[src/rtl/sum_accumulator.sv]
// Block accumulator behind the 32-bit adder: sums BLOCK_LEN {cout,sum} results and
// presents the block total on a valid/ready port. Define SUM_ACC_SATURATE_EN to clamp on overflow.
module sum_accumulator #(
    parameter int DATA_W    = 32,
    parameter int ACC_W     = 40,
    parameter int BLOCK_LEN = 4,
    parameter int CNT_W     = 8
) (
    input  logic              clk,
    input  logic              rst_n,
    input  logic              clear,
    input  logic              in_valid,
    output logic              in_ready,
    input  logic [DATA_W-1:0] in_sum,
    input  logic              in_cout,
    output logic              out_valid,
    input  logic              out_ready,
    output logic [ACC_W-1:0]  out_acc,
    output logic              out_ovf
);

    typedef enum logic [1:0] {IDLE, ACCUM, HOLD} state_t;

    localparam logic [CNT_W-1:0] LAST_BEAT = CNT_W'(BLOCK_LEN - 1);

    state_t             state, state_next;
    logic [ACC_W-1:0]   acc, acc_next, out_acc_next;
    logic [CNT_W-1:0]   cnt, cnt_next;
    logic               ovf, ovf_next, out_ovf_next;
    logic [ACC_W-1:0]   sample;
    logic [ACC_W:0]     sum_ext;
    logic [ACC_W-1:0]   beat_acc;
    logic               beat_ovf;

    always_comb begin
        sample           = '0;
        sample[DATA_W:0] = {in_cout, in_sum};
    end

    // One extra bit catches the carry out of the accumulator's top bit.
    assign sum_ext  = {1'b0, acc} + {1'b0, sample};
    assign beat_ovf = ovf | sum_ext[ACC_W];

`ifdef SUM_ACC_SATURATE_EN
    assign beat_acc = beat_ovf ? {ACC_W{1'b1}} : sum_ext[ACC_W-1:0];
`else
    assign beat_acc = sum_ext[ACC_W-1:0];
`endif

    assign in_ready  = (state == ACCUM);
    assign out_valid = (state == HOLD);

    always_comb begin
        state_next   = state;
        acc_next     = acc;
        cnt_next     = cnt;
        ovf_next     = ovf;
        out_acc_next = out_acc;
        out_ovf_next = out_ovf;
        // Clear outranks both handshakes, so a beat or total seen this cycle is dropped.
        if (clear) begin
            state_next = ACCUM;
            acc_next   = '0;
            cnt_next   = '0;
            ovf_next   = 1'b0;
        end else begin
            case (state)
                IDLE: state_next = ACCUM;
                ACCUM: begin
                    if (in_valid) begin
                        acc_next = beat_acc;
                        cnt_next = cnt + 1'b1;
                        ovf_next = beat_ovf;
                        if (cnt == LAST_BEAT) begin
                            state_next   = HOLD;
                            out_acc_next = beat_acc;
                            out_ovf_next = beat_ovf;
                        end
                    end
                end
                HOLD: begin
                    if (out_ready) begin
                        state_next = ACCUM;
                        acc_next   = '0;
                        cnt_next   = '0;
                        ovf_next   = 1'b0;
                    end
                end
                default: state_next = IDLE;
            endcase
        end
    end

    always_ff @(posedge clk or negedge rst_n) begin
        if (!rst_n) begin
            state <= IDLE;
        end else begin
            state <= state_next;
        end
    end

    always_ff @(posedge clk or negedge rst_n) begin
        if (!rst_n) begin
            acc     <= '0;
            cnt     <= '0;
            ovf     <= 1'b0;
            out_acc <= '0;
            out_ovf <= 1'b0;
        end else begin
            acc     <= acc_next;
            cnt     <= cnt_next;
            ovf     <= ovf_next;
            out_acc <= out_acc_next;
            out_ovf <= out_ovf_next;
        end
    end

endmodule

[config.mk]
export PLATFORM = sky130hd
export DESIGN_NAME = sum_accumulator
export DESIGN_NICKNAME = d
export VERILOG_FILES = /design/src/rtl/sum_accumulator.sv
export SDC_FILE = /design/constraint.sdc
export NUM_CORES = 1
export LEC_CHECK = 0
export CAP_MARGIN = 10
export CELL_PAD_IN_SITES_DETAIL_PLACEMENT = 1
export CELL_PAD_IN_SITES_GLOBAL_PLACEMENT = 1
export CORE_MARGIN = 4
export CORE_UTILIZATION = 42
export DETAILED_ROUTE_END_ITERATION = 10
export PLACE_DENSITY_LB_ADDON = 0.1
export SYNTH_ARGS = -nofsm -noshare
export SYNTH_HDL_FRONTEND = slang
export SYNTH_SLANG_ARGS = --single-unit
[constraint.sdc]
create_clock -name clk -period 2.98 [get_ports clk]
set_input_delay 0.596 -clock clk [delete_from_list [all_inputs] [get_ports clk]]
set_output_delay 0.596 -clock clk [all_outputs]
set_load 0.05 [all_outputs]
Word level (Yosys, flattened, before mapping)
Cells that the tools add are included.
Word-level totals
  register bits after elaboration: 92
  output and inout port bits: 43
  word-level logic and storage cells: 38
Operators by class
  add/sub/neg operators: 2
  bitwise gates (word level): 2
  reduce and logical (&&, ||, !) cells: 5
  mux-type cells: 17
  equality and inequality tests: 6
Operators by type and width (number)
  40-bit two-way mux: 3
  40-bit case mux with 2 select lines: 1
  40-bit by 33-bit adder with 41-bit output: 1
  8-bit two-way mux: 3
  8-bit case mux with 2 select lines: 1
  8-bit by 1-bit adder with 8-bit output, second input constant: 1
  8-bit by 2-bit equality test with 1-bit output, second input constant: 1
  2-bit two-way mux: 4
  3-bit by 2-bit inequality test with 1-bit output, second input constant: 2
  2-bit case mux with 3 select lines: 1
  3-bit AND reduction: 2
  4-bit AND reduction: 1
  1-bit two-way mux: 3
  3-bit inequality test, second input constant: 1
  3-bit nonzero test: 1
  2-bit by 1-bit equality test with 1-bit output, second input constant: 1
  2-bit equality test, second input constant: 1
  2-bit logical NOT: 1
  1-bit case mux with 2 select lines: 1
  1-bit inverter: 1
  1-bit bitwise OR: 1

Depth between registers and ports, before layout
  depth in word-level cells: 5
  gate-level depth with buffers: 12
  gate-level depth less buffers: 11

Worst setup path before layout
No wires, ideal clock.
  kind: input-to-reg
  from: in in_sum[0]
  to: reg out_acc[32]
  stages on the path: 12
  arrival: 2.716 ns
  required time: 2.855 ns
  setup slack: 0.139 ns
  setup time: 0.125 ns
  cells stage by stage: ha_1 > inv_1 > fa_1 > nor2b_1 > o2111a_1 > o21ai_1 > a211oi_1 > o21ai_1 > and2_1 > buf_2 > xnor2_1 > mux2_2
On the way
  cells in the longest elaborated chain, start to end: 1
Ends and longest elaborated chain
  start, declared: line 14  | input logic [DATA_W-1:0] in_sum,
  40-bit by 33-bit adder with 41-bit output: line 41  | assign sum_ext = {1'b0, acc} + {1'b0, sample};
  end signal, assigned: line 113  | out_acc <= out_acc_next;
  end, declared: line 18  | output logic [ACC_W-1:0] out_acc,
No other way between the ends.
A chain may end at the register's enable or synchronous reset.

Final worst setup path
  from: in in_sum[11]
  to: reg acc[30]
On the way
  cells in the longest elaborated chain, start to end: 4
Ends and longest elaborated chain
  40-bit by 33-bit adder with 41-bit output: line 41
  40-bit two-way mux: line 70  | if (in_valid) begin
  40-bit case mux with 2 select lines: line 67  | case (state)
  40-bit two-way mux: line 61  | if (clear) begin
  end signal, assigned: line 110  | acc <= acc_next;
  end, declared: line 27  | logic [ACC_W-1:0] acc, acc_next, out_acc_next;
No other way between the ends. The select of a mux whose other input is x is not followed.

==> results.sh <==
export IMPL_outcome="finished, final reports clean"
export IMPL_die_h_um=125
export IMPL_fin_ws_ps=68.6
export IMPL_tritoncts="yes"
export IMPL_grt_first_pass_wirelength_um=32100
export IMPL_max_cap_viol_count=0
export IMPL_ctsHtreeMaxLevel=3
export IMPL_synth_fp_nets=698
export IMPL_post_route_cells_drive_above_1_share_pct=23.4
export IMPL_worstHoldPathType="input port to async pin"
export IMPL_clk_pin_slew_worst_paths_ps=70
export IMPL_multiInputGateArea_sq_um=3500
export IMPL_syn_avg_cell_area_sq_um=9.19
export IMPL_postRouteAntennaNets=0
export IMPL_worst_clock_skew_on_the_final_layout_ps=7.07
export IMPL_crit_path_max_fanout=4
export IMPL_post_synth_num_cell_types=64
export IMPL_final_hold_worst_slack_ps=240
export IMPL_ff2ff_setup_slack_ps=210
export IMPL_route_detailed_drc=0
export IMPL_clock_insertion_delay_worst_skew_ps=350
export IMPL_drt_wl_total_um=20000
export IMPL_async_reset_ff_share_pct=100
export IMPL_fmax_mhz=343
export IMPL_timing_critical_path_buf_inv=1
export IMPL_final_hold_violation_count=0
export IMPL_static_leakage_power_nw=3.77
export IMPL_final_min_period_over_clock_period_pct=97.7
export IMPL_crit_path_cell_trace="clkdlybuf4s50_1 -> ha_4 -> nand2_1 -> or3_4 -> and3_1 -> a22o_1 -> a41o_1 -> o2111ai_2 -> nand3_1 -> a32o_1"
export IMPL_crit_path_start_kind="input port"
export IMPL_die_area_sq_um=15600
export IMPL_timing_critical_path_max_delay_family="compound AO/OA/AOI/OAI gates"
export IMPL_seqCellArea_sq_um=2300
export IMPL_floorplan_initialDensity_pct=43.2
export IMPL_synth_ff_type="sky130_fd_sc_hd__dfrtp_1"
export IMPL_routed_wire_length_per_instance_um=20.5
export IMPL_grt_use_total_pct=24.9
export IMPL_critPathArrivalTime_ps=3150
export IMPL_synthesis_instances=625
export IMPL_power_ir_vdd_worst_mv=0.585
export IMPL_setup_tns_ps=0
export IMPL_detailedPlacementHpwl_um=13400
export IMPL_fillCellCount=1518
export IMPL_crit_type="input port to flip-flop"
export IMPL_fraction_of_post_synthesis_cell_area_in_the_top_cell_type_by_area_pct=40.1
export IMPL_power_per_cell_area_nw_per_um2=1020
export IMPL_clockBufferDepth=2
export IMPL_synth_area_sq_um=5740
export IMPL_num_antenna_cells=0
export IMPL_flops_latches_synth=92
export IMPL_cts_root_buffer="sky130_fd_sc_hd__clkbuf_16"
export IMPL_p_total_mw=8.23
export IMPL_yosysSeqAreaShare_pct=40.1
export IMPL_gp_congestion=0.853
export IMPL_tritoncts_num_sinks=92
export IMPL_grt_max_degree=50
export IMPL_num_rows=42
export IMPL_netlist_top_cells_area="sky130_fd_sc_hd__dfrtp_1 (40%), sky130_fd_sc_hd__ha_1 (7.4%), sky130_fd_sc_hd__nand2_1 (6.3%), sky130_fd_sc_hd__a22o_1 (4.9%), sky130_fd_sc_hd__xnor2_1 (3.2%)"
export IMPL_drt_first_iter_violations=365
export IMPL_worstMarginPinSlew_ps=612
export IMPL_worst_ep_required_time_ps=3220
export IMPL_yosys_warnings=0
export IMPL_first_global_vias=6223
export IMPL_antenna_found_initial=0
export IMPL_final_setup_viol_count=0
export IMPL_synth_edf_count=0
export IMPL_detail_route_vias_per_cell=5.74
export IMPL_grt_remaining_overflow=0
export IMPL_finalWorstPathRequiredPeriod_ps=2910
export IMPL_cp_slowest_stage_delay_ps=460
export IMPL_die_width_um=125
export IMPL_layout_area_overhead_vs_synth_pct=40.6
export IMPL_timing_max_slew_rel_slack_pct=59.2
export IMPL_cp_slowest_cell="sky130_fd_sc_hd__clkdlybuf4s50_1"
export IMPL_layout_nets=871
export IMPL_numPortBuffers=80
export IMPL_synth_top_cells_by_count="sky130_fd_sc_hd__nand2_1 (97), sky130_fd_sc_hd__dfrtp_1 (92), sky130_fd_sc_hd__a21oi_1 (36)"
export IMPL_dp_slack_ps=-714
export IMPL_synth_most_common_cell="sky130_fd_sc_hd__nand2_1"
export IMPL_first_pass_iters=5
export IMPL_setup_worst_path_end_class="flip-flop"
export IMPL_top_level_ports=81
export IMPL_routed_via_count=5607
export IMPL_cts_buffers=9
export IMPL_design_core_area_sq_um=13300
export IMPL_timing_max_transition_violations_final=0
export IMPL_synth_top_area_cell="sky130_fd_sc_hd__dfrtp_1"
-- final cells by class --
class / instances / area share (%)
multi-input combinational: 486 / 43.3
sequential: 92 / 28.5
timing repair buffer: 192 / 21.0
clock buffer: 10 / 2.84
tap: 176 / 2.73
clock inverter: 3 / 0.806
inverter: 17 / 0.791
-- cells in the final DEF, fill, tap and decap left out, types with 7 or more instances in the layout --
| master | count |
|---|---|
| sky130_fd_sc_hd__a21o_1 | 18 |
| sky130_fd_sc_hd__xor2_1 | 13 |
| sky130_fd_sc_hd__inv_1 | 16 |
| sky130_fd_sc_hd__dfrtp_1 | 92 |
| sky130_fd_sc_hd__nand3_1 | 22 |
| sky130_fd_sc_hd__nand2b_1 | 7 |
| sky130_fd_sc_hd__xnor2_1 | 20 |
| sky130_fd_sc_hd__o21ai_1 | 7 |
| sky130_fd_sc_hd__nor3_1 | 12 |
| sky130_fd_sc_hd__o21ai_0 | 27 |
| sky130_fd_sc_hd__ha_1 | 24 |
| sky130_fd_sc_hd__ha_4 | 9 |
| sky130_fd_sc_hd__a22o_1 | 32 |
| sky130_fd_sc_hd__buf_4 | 109 |
| sky130_fd_sc_hd__o211ai_1 | 8 |
| sky130_fd_sc_hd__nor2_1 | 28 |
| sky130_fd_sc_hd__nand4_1 | 10 |
| sky130_fd_sc_hd__mux2_2 | 14 |
| sky130_fd_sc_hd__a21oi_1 | 33 |
| sky130_fd_sc_hd__clkdlybuf4s50_1 | 71 |
| sky130_fd_sc_hd__clkbuf_16 | 9 |
| sky130_fd_sc_hd__nand2_1 | 97 |
-- state kept, by name (all words and copies together) (netlist names) --
name and flops:
out_acc 40, cnt 8, ovf 1, out_ovf 1
acc 40, state 2
-- layer usage --
metal | routed length (um) | vias up | track usage [%]
met3 | 735 | 27 | 3.43
met5 | 0 | - | 0
met2 | 10500 | 137 | 45.5
li1 | - | 2602 | -
met4 | 417 | 0 | 8.99
met1 | 8290 | 2841 | 29.9
-- cell families (layout without fill, tap and decap cells) --
| kind of cell | Yosys count | in the layout | synth area share, % |
|---|---|---|---|
| compound gates | 180 | 181 | 22.2 |
| buf+inv | 48 | 222 | 3.60 |
| flops | 92 | 92 | 40.1 |
| simple gates | 219 | 219 | 17.9 |
| mux | 17 | 17 | 3.27 |
| xor+xnor | 34 | 34 | 5.19 |
| fa+ha+maj | 35 | 35 | 7.76 |
-- worst paths after layout --
path / start / endpoint / cells past startpoint
min in group clk: out_acc[3]$_DFFE_PN0P_ / out_acc[3]$_DFFE_PN0P_ / 2
max reg2reg: acc[0]$_DFFE_PN0P_ / acc[30]$_DFFE_PN0P_ / 12
max: in_sum[11] / acc[30]$_DFFE_PN0P_ / 10
min reg2reg: out_acc[3]$_DFFE_PN0P_ / out_acc[3]$_DFFE_PN0P_ / 2
max in group asynchronous: rst_n / cnt[7]$_DFFE_PN0P_ / 2
min: rst_n / acc[7]$_DFFE_PN0P_ / 1
-- timing repair --
| item | CTS | global route |
|---|---|---|
| setup buffers | 5 | 7 |
| gates resized for setup | 15 | 36 |
| hold buffers | 0 | 0 |
| gates cloned | 0 | 1 |
| pin swaps | 15 | 29 |
| endpoints found under the setup margin | 42 | 31 |
-- stage by stage --
| stage | std cells | area (sq um) | utilization (%) |
|---|---|---|---|
| 2_1_floorplan | 625 | 5740 | - |
| 3_5_place_dp | 951 | 7430 | 55.9 |
| 3_3_place_gp | 951 | 7430 | 55.9 |
| 6_report | 976 | 8070 | 60.7 |
| 5_1_grt | 976 | 8070 | 60.7 |
| 4_1_cts | 968 | 7800 | 58.7 |
-- worst reg2reg max path, delay by kind of cell (launching register included) --
family	cells	cell delay, ps
AOI/OAI and AO/OA	6	1330
adders and majority gates	2	410
buffers and inverters	2	200
DFF	1	420
and+or+nand+nor	2	300
-- power breakdown --
group / total [mW] / switching [mW] / internal [mW]
registers: 1.92 / 0.268 / 1.65
logic: 5.09 / 2.88 / 2.21
clock network: 1.22 / 0.497 / 0.721
Power figures use the tool's default switching activity.
